<file path="config.mk">
export PLATFORM = sky130hd
export DESIGN_NAME = instr_queue
export DESIGN_NICKNAME = d
export VERILOG_FILES = /design/src/rtl/instr_queue_pkg.sv /design/src/rtl/instr_queue.sv
export SDC_FILE = /design/constraint.sdc
export NUM_CORES = 1
export LEC_CHECK = 0
export CAP_MARGIN = 30
export CORE_UTILIZATION = 40
export DETAILED_ROUTE_END_ITERATION = 12
export PLACE_DENSITY = 0.55
export SLEW_MARGIN = 20
export SYNTH_ARGS = -nofsm -noshare
export SYNTH_HDL_FRONTEND = slang
export SYNTH_SLANG_ARGS = --single-unit
</file>
<file path="constraint.sdc">
create_clock -name CLK -period 2.85 [get_ports CLK]
set_input_delay 0.285 -clock CLK [delete_from_list [all_inputs] [get_ports CLK]]
set_output_delay 0.285 -clock CLK [all_outputs]
set_load 0.005 [all_outputs]
</file>
<file path="src/rtl/instr_queue_pkg.sv">
// Shared instruction types for fetch, queue and dispatch.
// iq_entry_t is the packed queue payload reused by dispatch.
package instr_queue_pkg;

    typedef logic [31:0] word_t;
    typedef logic [13:0] pc_t;

    typedef struct packed {
        word_t instr;
        pc_t   PC;
        pc_t   nPC;
    } iq_entry_t;

endpackage

</file>
<file path="src/rtl/instr_queue.sv">
// Instruction queue between fetch and dispatch: circular flop buffer
// with wrap-bit pointers, early fetch stall, flush and sticky overflow.
module instr_queue
    import instr_queue_pkg::*;
#(
    parameter int IQ_DEPTH     = 8,
    parameter int STALL_MARGIN = 2
) (
    input  logic                        CLK,
    input  logic                        nRST,
    input  logic                        fetch_ivalid,
    input  word_t                       fetch_instr,
    input  pc_t                         fetch_PC,
    input  pc_t                         fetch_nPC,
    output logic                        fetch_stall,
    input  logic                        flush,
    output logic                        dispatch_valid,
    output word_t                       dispatch_instr,
    output pc_t                         dispatch_PC,
    output pc_t                         dispatch_nPC,
    input  logic                        dispatch_ready,
    output logic [$clog2(IQ_DEPTH):0]   iq_count,
    output logic                        iq_overflow
);

    localparam int AW = $clog2(IQ_DEPTH);

    localparam logic [AW:0] ONE      = (AW+1)'(1);
    localparam logic [AW:0] STALL_TH =
        (AW+1)'(IQ_DEPTH - STALL_MARGIN);

    iq_entry_t   mem [IQ_DEPTH];
    logic [AW:0] head;
    logic [AW:0] tail;
    logic [AW:0] count;
    logic        ovf;

    logic        empty;
    logic        full;
    logic        deq;
    logic        enq;
    logic        ovf_set;
    iq_entry_t   head_e;
    iq_entry_t   in_e;

    assign empty = (head == tail);
    assign full  = (head[AW-1:0] == tail[AW-1:0]) &&
                   (head[AW] != tail[AW]);

    assign deq     = !empty && dispatch_ready && !flush;
    assign enq     = fetch_ivalid && !flush && (!full || deq);
    assign ovf_set = fetch_ivalid && !flush && full && !deq;

    assign in_e.instr = fetch_instr;
    assign in_e.PC    = fetch_PC;
    assign in_e.nPC   = fetch_nPC;

    // Head storage is registered; no enqueue-to-dispatch bypass.
    assign head_e = empty ? '0 : mem[head[AW-1:0]];

    assign dispatch_valid = !empty;
    assign dispatch_instr = head_e.instr;
    assign dispatch_PC    = head_e.PC;
    assign dispatch_nPC   = head_e.nPC;
    assign iq_count       = count;
    assign iq_overflow    = ovf;
    assign fetch_stall    = (count >= STALL_TH);

    always_ff @(posedge CLK or negedge nRST) begin
        if (!nRST) begin
            head  <= '0;
            tail  <= '0;
            count <= '0;
        end else if (flush) begin
            head  <= '0;
            tail  <= '0;
            count <= '0;
        end else begin
            if (enq) tail <= tail + ONE;
            if (deq) head <= head + ONE;
            unique case ({enq, deq})
                2'b10:   count <= count + ONE;
                2'b01:   count <= count - ONE;
                default: count <= count;
            endcase
        end
    end

    always_ff @(posedge CLK or negedge nRST) begin
        if (!nRST) begin
            ovf <= 1'b0;
        end else if (ovf_set) begin
            ovf <= 1'b1;
        end
    end

    always_ff @(posedge CLK or negedge nRST) begin
        if (!nRST) begin
            for (int i = 0; i < IQ_DEPTH; i++) begin
                mem[i] <= '0;
            end
        end else if (enq) begin
            mem[tail[AW-1:0]] <= in_e;
        end
    end

endmodule

</file>
---- Word level (Yosys, flattened, before mapping) ----
Cells that the tools add are included.
word-level totals
  flip-flop bits (word level) ............. 493
  input port bits ......................... 65
  output and inout port bits .............. 67
  logic and storage cells ................. 72
cells by class
  add/subtract/negate cells ............... 4
  $lt $le $gt $ge ......................... 4
  eq/ne operators ......................... 5
  multiplexer cells ....................... 13
  bitwise gates (word level) .............. 2
  reductions and logical operators ........ 16
operators with widths
  cell                                                                   number
  480-bit bitwise mux                                                    1
  60-bit two-way mux                                                     4
  60-bit binary-select mux with 3-bit select                             1
  60-bit demux with 3-bit select                                         1
  4-bit two-way mux                                                      5
  4-bit by 1-bit adder with 4-bit output, second input constant          3
  4-bit >= comparator, second input constant                             2
  1-bit logical AND                                                      8
  3-bit NOT with 4-bit output                                            2
  4-bit case mux with 2 select lines                                     1
  4-bit equality test                                                    1
  4-bit by 3-bit >= comparator with 1-bit output, second input constant  1
  1-bit zero test                                                        4
  4-bit by 1-bit < comparator with 1-bit output, second input constant   1
  2-bit nonzero test                                                     2
  4-bit by 1-bit subtractor with 4-bit output, second input constant     1
  3-bit equality test                                                    1
  3-bit nonzero test                                                     1
  2-bit by 1-bit equality test with 1-bit output, second input constant  1
  2-bit equality test, second input constant                             1
  1-bit logical OR                                                       1
  1-bit inequality test                                                  1

---- Longest topological paths before layout ----
Gate-level depths: netlist of the first run.
  depth after elaboration ................. 9
  mapped depth ............................ 9

---- Worst setup path before layout of the first run ----
No wires, ideal clock.
  kind .................................... flip-flop to flip-flop
  start ................................... reg tail[2]
  end ..................................... reg count[3] (netlist: iq_count[3])
  library setup time ...................... 0.128 ns
  arrival time ............................ 2.402 ns
  setup slack ............................. 0.321 ns
  cell stages (with the launch flop) ...... 10
  path buffers ............................ 1
  cell sequence ........................... dfrtp_1 buf_4 xor2_1 nor4_2 nor2_1 ha_1 and3_1 o22ai_1 a21oi_1 mux2_1
between the ends
  longest elaborated chain between the ends .. 9
ends and longest elaborated chain
  element                                                                                RTL line           text
  from (decl)                                                                            instr_queue.sv:34  logic [AW:0] tail;
  from (signal assigned)                                                                 instr_queue.sv:79  if (enq) tail <= tail + ONE;
  4-bit equality test                                                                    instr_queue.sv:46  assign empty = (head == tail);
  1-bit zero test                                                                        instr_queue.sv:50  assign deq = !empty && dispatch_ready && !flush;
  1-bit logical AND (2 in a row)                                                         instr_queue.sv:50
  1-bit logical OR                                                                       instr_queue.sv:51  assign enq = fetch_ivalid && !flush && (!full || deq);
  1-bit logical AND                                                                      instr_queue.sv:51
  2-bit by 1-bit equality test with 1-bit output or 2-bit equality test (tied branches)  instr_queue.sv:81  unique case ({enq, deq})
  4-bit case mux with 2 select lines                                                     instr_queue.sv:81
  4-bit two-way mux                                                                      instr_queue.sv:74  end else if (flush) begin
  to (signal assigned)                                                                   instr_queue.sv:82  2'b10: count <= count + ONE;
  to (signal assigned)                                                                   instr_queue.sv:83  2'b01: count <= count - ONE;
  to (signal assigned)                                                                   instr_queue.sv:84  default: count <= count;
  to (decl)                                                                              instr_queue.sv:35  logic [AW:0] count;
Several ways; a longest one is shown, not always the timed one.
A chain may end at the register's enable or synchronous reset.

---- Worst setup path in the final report of the first run ----
  start ................................... reg head[1]
  end ..................................... out dispatch_valid
between the ends
  longest elaborated chain between the ends .. 2
ends and longest elaborated chain
  element                 RTL line           text
  from (decl)             instr_queue.sv:33  logic [AW:0] head;
  from (signal assigned)  instr_queue.sv:80  if (deq) head <= head + ONE;
  4-bit equality test     instr_queue.sv:46
  1-bit zero test         instr_queue.sv:61  assign dispatch_valid = !empty;
  to (decl)               instr_queue.sv:17  output logic dispatch_valid,
Every way passes these cells.

==> results of run 1 <==
-- layer usage --
layer | wire length (um) | global-route usage (%) | vias up | part of all wire (%)
met3 | 1870 | 3.15 | 70 | 3.4
met1 | 24400 | 27.1 | 6825 | 44
met4 | 1220 | 6.43 | 2 | 2.2
met2 | 27900 | 33.6 | 190 | 50
met5 | 12 | 0 | - | 0.022
li1 | - | - | 5578 | -
-- stage by stage --
step	hold WS, ps	utilization [%]
5_1_grt	266	50.2
4_1_cts	227	50.2
2_1_floorplan	-10.6	-
3_5_place_dp	287	45.3
6_report	239	50.2
3_3_place_gp	276	45.3
-- final cells by class --
| class | instances | area [um2] |
|---|---|---|
| Fill cell | 4673 | 27500 |
| Antenna cell | 3 | 7.51 |
| Inverter | 4 | 15.0 |
| Clock inverter | 12 | 110 |
| Sequential cell | 493 | 12300 |
| Timing Repair Buffer | 239 | 2840 |
| Multi-Input combinational cell | 797 | 9730 |
| Tap cell | 748 | 936 |
| Clock buffer | 84 | 1710 |
-- cells by family after synthesis --
logic type / count (synthesis) / synth area share (%)
mux: 664 / 39.1
flops: 493 / 55.2
buf+inv: 98 / 2.33
simple gates: 96 / 1.87
xor+xnor: 17 / 0.666
compound gates: 16 / 0.638
fa+ha+maj: 4 / 0.224
-- power by group --
part           switching, mW  total (mW)  internal, mW
Combinational           2.30        5.58          3.28
Clock                   2.80        7.06          4.26
Sequential             0.572        8.74          8.17
-- cell usage in the layout (no fill, tap or decap), types with 3 or more instances in the layout --
master / netlist / layout
buf_12: 0 / 42
buf_16: 0 / 8
buf_2: 48 / 11
buf_4: 1 / 34
buf_6: 12 / 15
buf_8: 0 / 7
clkbuf_1: 33 / 9
clkbuf_16: 0 / 59
clkbuf_2: 0 / 8
clkbuf_8: 0 / 18
clkdlybuf4s15_1: 0 / 15
clkdlybuf4s50_1: 0 / 70
clkinv_2: 0 / 10
dfrtp_1: 493 / 490
dfrtp_4: 0 / 3
diode_2: 0 / 3
dlygate4sd2_1: 0 / 23
dlymetal6s2s_1: 0 / 3
ha_1: 4 / 4
inv_1: 4 / 4
mux2_1: 38 / 38
mux2_2: 443 / 443
mux2i_1: 63 / 42
mux2i_2: 0 / 16
mux2i_4: 0 / 5
mux4_2: 120 / 120
nand2_1: 5 / 5
nand3_1: 3 / 3
nor2_1: 76 / 66
nor2_2: 1 / 8
nor2_4: 0 / 3
nor3_4: 0 / 4
xnor2_1: 7 / 7
xor2_1: 10 / 7
xor2_2: 0 / 3
-- synthesized netlist by cell type, types with 5 or more instances --
master | count | share of area, %
nand2_1 | 5 | 0.084
xor2_1 | 10 | 0.39
nor2_1 | 76 | 1.3
mux2_2 | 443 | 22
mux2_1 | 38 | 1.9
dfrtp_1 | 493 | 55
buf_6 | 12 | 0.60
clkbuf_1 | 33 | 0.55
buf_2 | 48 | 1.1
mux4_2 | 120 | 12
xnor2_1 | 7 | 0.27
mux2i_1 | 63 | 2.8
-- timing repair --
action                                  CTS  global route
hold buffers                              1             0
setup buffers                            31            18
endpoints found under the setup margin   61            47
hold endpoints to repair                 57             0
cloned                                   12             2
resized for setup                       168            47
pin swaps                                13            10
-- registers in the layout, indices dropped and copies added, names as in the netlist --
| name | count |
|---|---|
| iq_count | 4 |
| head | 4 |
| mem | 480 |
| tail | 4 |
| iq_overflow | 1 |
-- worst register-to-register path: stages, from the launching register on --
cell      delay (ps)
dfrtp_4          530
buf_4            160
xnor2_1          160
nand3_1          200
o211ai_2         260
nor2_4           490
buf_4            370
mux2_2           380
-- worst paths after layout --
check / end / slack [ps] / cells after the start
hold / removal: mem[374] / 240 / 2
setup / recovery: dispatch_valid / 10 / 6
setup reg to reg: mem[100] / 210 / 7
hold reg to reg: mem[343] / 480 / 1
max in group asynchronous: head[2] / 1630 / 3
min in group CLK: iq_count[0] / 390 / 2
==> flow_summary_export.csv, run 1 <==
group,metric,value,unit
grt,grt_pass1_wl,86400,um
sta,hold_viol_final,0,
sta,min_period_over_period,99.7,%
clock_network,cts_made_buffers,54,
clock_network,clk_latency,590,ps
sta,setup_violations,0,
yosys,synth_area_per_cell,16.1,um2
route,ant_nets,0,
grt,antenna_found_initial,4,
critical_path,cp_num_buf_inv,4,
finish,fin_cells,2380,
critical_path,r2r-start,"head[0]",
placement,place_area,25000,um2
die,design.portCount,132,
critical_path,cp_top_family,"buffers and inverters",
critical_path,start_kind,"flip-flop",
power_and_ir_drop,cellPowerDensity,772,nW/um2
route,first_pass_iters,4,
yosys,ys_warn_count,0,
flow_run,cap_viol_max_count,0,
finish,drive_above_1_share,50.6,%
placement,dp_hpwl,30700,um
route,wl_per_cell,23.3,um
route,drt_iter0_markers,665,
yosys,ys_ff_latch,493,
sta,finalClockSkew,16.0,ps
hold_path,min_path_type,"in -> async",
route,num_vias,12700,
route,viasPerCell,5.32,
critical_path,cp_cell_sequence,"xor2_2 > nor4_4 > buf_4 > buf_16 > inv_1 > clkdlybuf4s50_1",
critical_path,cp-end-kind,"primary output",
placement,place_congestion,0.767,
power_and_ir_drop,vdd_drop_max,452,uV
route,drcViolationCount,0,
sta,setup_slack,9.85,ps
finish,fin_nets,1658,
clock_network,htreeDepth,2,
sta,slew_headroom,53.0,%
yosys,synth_nets,1457,
critical_path,slowest_delay,530,ps
die,dieHeight,238,um
critical_path,critPathLaunch,"head[1]",
placement,preCtsSetupSlack,238,ps
critical_path,cp.required,2570,ps
critical_path,slowest_stage,"dfrtp_4",
grt,grt_pass1_vias,13900,
power_and_ir_drop,finalPower,21.4,mW
yosys,async_flop_share,100,%
yosys,synth_edf_count,0,
clock_network,cts_max_path_buffers,3,
sta,fmax,352,MHz
placement,dp.cells,2230,
critical_path,crit_type,"reg -> out",
clock_network,clk_pin_slew,60,ps
critical_path,arrival,2560,ps
sta,drv_slew,0,
power_and_ir_drop,p_leak,12.4,nW
outcome,status,"finished clean",
grt,grt_usage,20.2,%
yosys,postSynthCellCount,1388,
finish,syn_to_final_growth,23.8,%
grt,grt_max_degree,96,
yosys,yosys_most_used_dff,"dfrtp_1",
die,die_area,56900,um2
sta,final.setup.tns,0,ps
die,die_x,238,um
yosys,synth-seq-area-share,55.2,%
sta,rsz0062_at_grt,"true",
clock_network,cts_tree,"yes",
clock_network,clkSinkCount,493,
yosys,ys_types,37,
yosys,syn-cell-area,22400,um2
sta,worst_pin_slew,704,ps
grt,grt_overflow,0,
die,start_util,40.5,%
die,core_area,55200,um2
route,routed_wl,55400,um
clock_network,cts_root_buf,"clkbuf_16",
critical_path,crit_fanout,17,
sta,final.min_clock_period,2840,ps
die,row_count,86,
placement,port-buffer-count,131,
finish,fin_area,27700,um2
No activity file was read; power rests on OpenSTA's default activity.
==> run 2, diff against run 1 <==
==> constraint.sdc (replaced) <==
create_clock -name CLK -period 2.85 [get_ports CLK]
set_input_delay 0.285 -clock CLK [delete_from_list [all_inputs] [get_ports CLK]]
set_output_delay 0.285 -clock CLK [all_outputs]
set_load 0.02 [all_outputs]
==> run 2 against run 1 <==
Effect of this change: combinational power is 5.9% higher; maximum frequency up 0.17%; non-clock buffer count down 3; total power is 2.9% higher; global-route usage fell by 0.086 points; hold slack got worse by 48 ps; sequential cell count is the same; critical endpoint is now dispatch_instr[27]; largest cell class unchanged; highest routed layer unchanged.
==> flow_summary_export.csv, run 2 (synthesis gave the netlist of run 1 again) <==
group,metric,value,unit
route,drt_iter0_markers,613,
power_and_ir_drop,p_leak,12.3,nW
route,drcViolationCount,0,
critical_path,crit_type,"reg -> out",
die,dieHeight,238,um
power_and_ir_drop,vdd_drop_max,506,uV
finish,syn_to_final_growth,23.8,%
placement,place_congestion,0.758,
hold_path,min_path_type,"in -> async",
grt,grt_overflow,0,
grt,grt_usage,20.1,%
sta,worst_pin_slew,664,ps
finish,layout_commonest_cell,"dfrtp_1",
clock_network,clk_pin_slew,60,ps
sta,finalClockSkew,21.8,ps
sta,fmax,353,MHz
sta,setup_violations,0,
die,design.portCount,132,
power_and_ir_drop,p_int,15.9,mW
clock_network,clk_latency,610,ps
power_and_ir_drop,seqPwrFrac,39.8,%
finish,largest_reg_flops,480,
sta,hold_viol_final,0,
placement,dp_hpwl,30500,um
critical_path,r2r_slack,80,ps
route,first_pass_iters,4,
sta,rsz0062_at_grt,"true",
route,wl_per_cell,23.1,um
route,ant_nets,0,
die,row_count,86,
clock_network,clkSinkCount,493,
die,die_area,56900,um2
grt,grt_max_degree,110,
route,routed_wl,54900,um
critical_path,cp-end-kind,"primary output",
sta,slew_headroom,55.8,%
finish,final_util,50.2,%
finish,layout_common_cells,"dfrtp_1 (490), mux2_2 (443), mux4_2 (120), nor2_1 (70), clkdlybuf4s50_1 (69)",
clock_network,cts_root_buf,"clkbuf_16",
power_and_ir_drop,p_sw,6.06,mW
power_and_ir_drop,power_frac_comb,26.9,%
grt,grt_pass1_vias,14000,
clock_network,htreeDepth,2,
outcome,status,"finished clean",
clock_network,cts_made_buffers,53,
power_and_ir_drop,finalPower,22.0,mW
grt,grt_pass1_wl,86800,um
critical_path,arrival,2550,ps
die,die_x,238,um
finish,fillerInstances,4699,
finish,final-seq-area,12300,um2
sta,drv_slew,0,
flow_run,cap_viol_max_count,0,
route,num_vias,12600,
clock_network,cts_tree,"yes",
sta,min_period_over_period,99.5,%
sta,hold_ws,191,ps
power_and_ir_drop,cellPowerDensity,794,nW/um2
finish,fin_nets,1654,
placement,port-buffer-count,131,
clock_network,cts_max_path_buffers,3,
route,viasPerCell,5.30,
die,start_util,40.5,%
finish,multiInputGateArea,9800,um2
power_and_ir_drop,pwr-share-clk,33.4,%
finish,top_register,"mem",
die,core_area,55200,um2
finish,drive_above_1_share,52.3,%
critical_path,crit_fanout,9,
grt,antenna_found_initial,3,
critical_path,cp.required,2570,ps
power_and_ir_drop,sw_frac_of_total,27.5,%
sta,final.min_clock_period,2840,ps
critical_path,start_kind,"flip-flop",
run 2: cell type report:
| class | instances | share of cell area [%] |
|---|---|---|
| Antenna cell | 1 | 0.00904 |
| Clock buffer | 79 | 5.66 |
| Clock inverter | 19 | 1.08 |
| Inverter | 4 | 0.0542 |
| Multi-Input combinational cell | 797 | 35.4 |
| Sequential cell | 493 | 44.6 |
| Tap cell | 748 | 3.38 |
| Timing Repair Buffer | 236 | 9.81 |
run 2: per-stage QoR:
| stage | setup WS [ps] | setup TNS [ps] | area, um2 | instances |
|---|---|---|---|---|
| 6_report | 14.6 | 0 | 27700 | 2377 |
| 3_3_place_gp | 173 | 0 | 24900 | 2226 |
| 5_1_grt | -67.0 | -637 | 27700 | 2377 |
| 2_1_floorplan | 320 | 0 | 22400 | 1388 |
| 3_5_place_dp | 165 | 0 | 24900 | 2226 |
| 4_1_cts | -81.2 | -671 | 27500 | 2357 |
run 2: path summary, 6_finish.rpt:
| check | startpoint | endpoint | depth (start not counted) |
|---|---|---|---|
| max in group asynchronous | nRST | head[1] | 3 |
| setup reg to reg | head[0] | mem[305] | 11 |
| hold reg to reg | mem[327] | mem[327] | 1 |
| setup / recovery | head[0] | dispatch_instr[27] | 7 |
| hold / removal | nRST | mem[134] | 2 |
| min in group CLK | mem[327] | mem[327] | 1 |
run 2: routing by layer:
layer	track usage, %	routed length (um)	vias to the layer above
met4	6.04	1190	4
met5	0	18	-
met1	27.4	24900	6796
met3	2.61	1500	87
met2	33.5	27300	153
li1	-	-	5558
run 2: worst max-delay path, cell delays in order (launching register included):
cell           delay [ps]
dfrtp_4               430
buf_6                 150
buf_12                130
buf_16                150
mux4_2                500
mux2i_1               210
nor2_1                 70
dlygate4sd2_1         320
run 2: repair_timing:
action | CTS | global route
gates resized for setup | 236 | 50
hold endpoints to repair | 47 | 0
setup endpoints to repair | 61 | 151
hold buffers | 1 | 0
buffers inserted | 24 | 17
pin swaps | 1 | 3
cloned | 9 | 3
run 2: power groups by stage:
stage | combinational [mW] | sequential [mW] | clock, mW
after floorplan | 3.41 | 8.66 | 0
after global placement | 5.24 | 8.84 | 0
after detailed placement | 5.30 | 8.87 | 0
after CTS | 5.82 | 8.77 | 7.55
after global routing | 6.36 | 8.91 | 7.82
final | 5.91 | 8.75 | 7.34
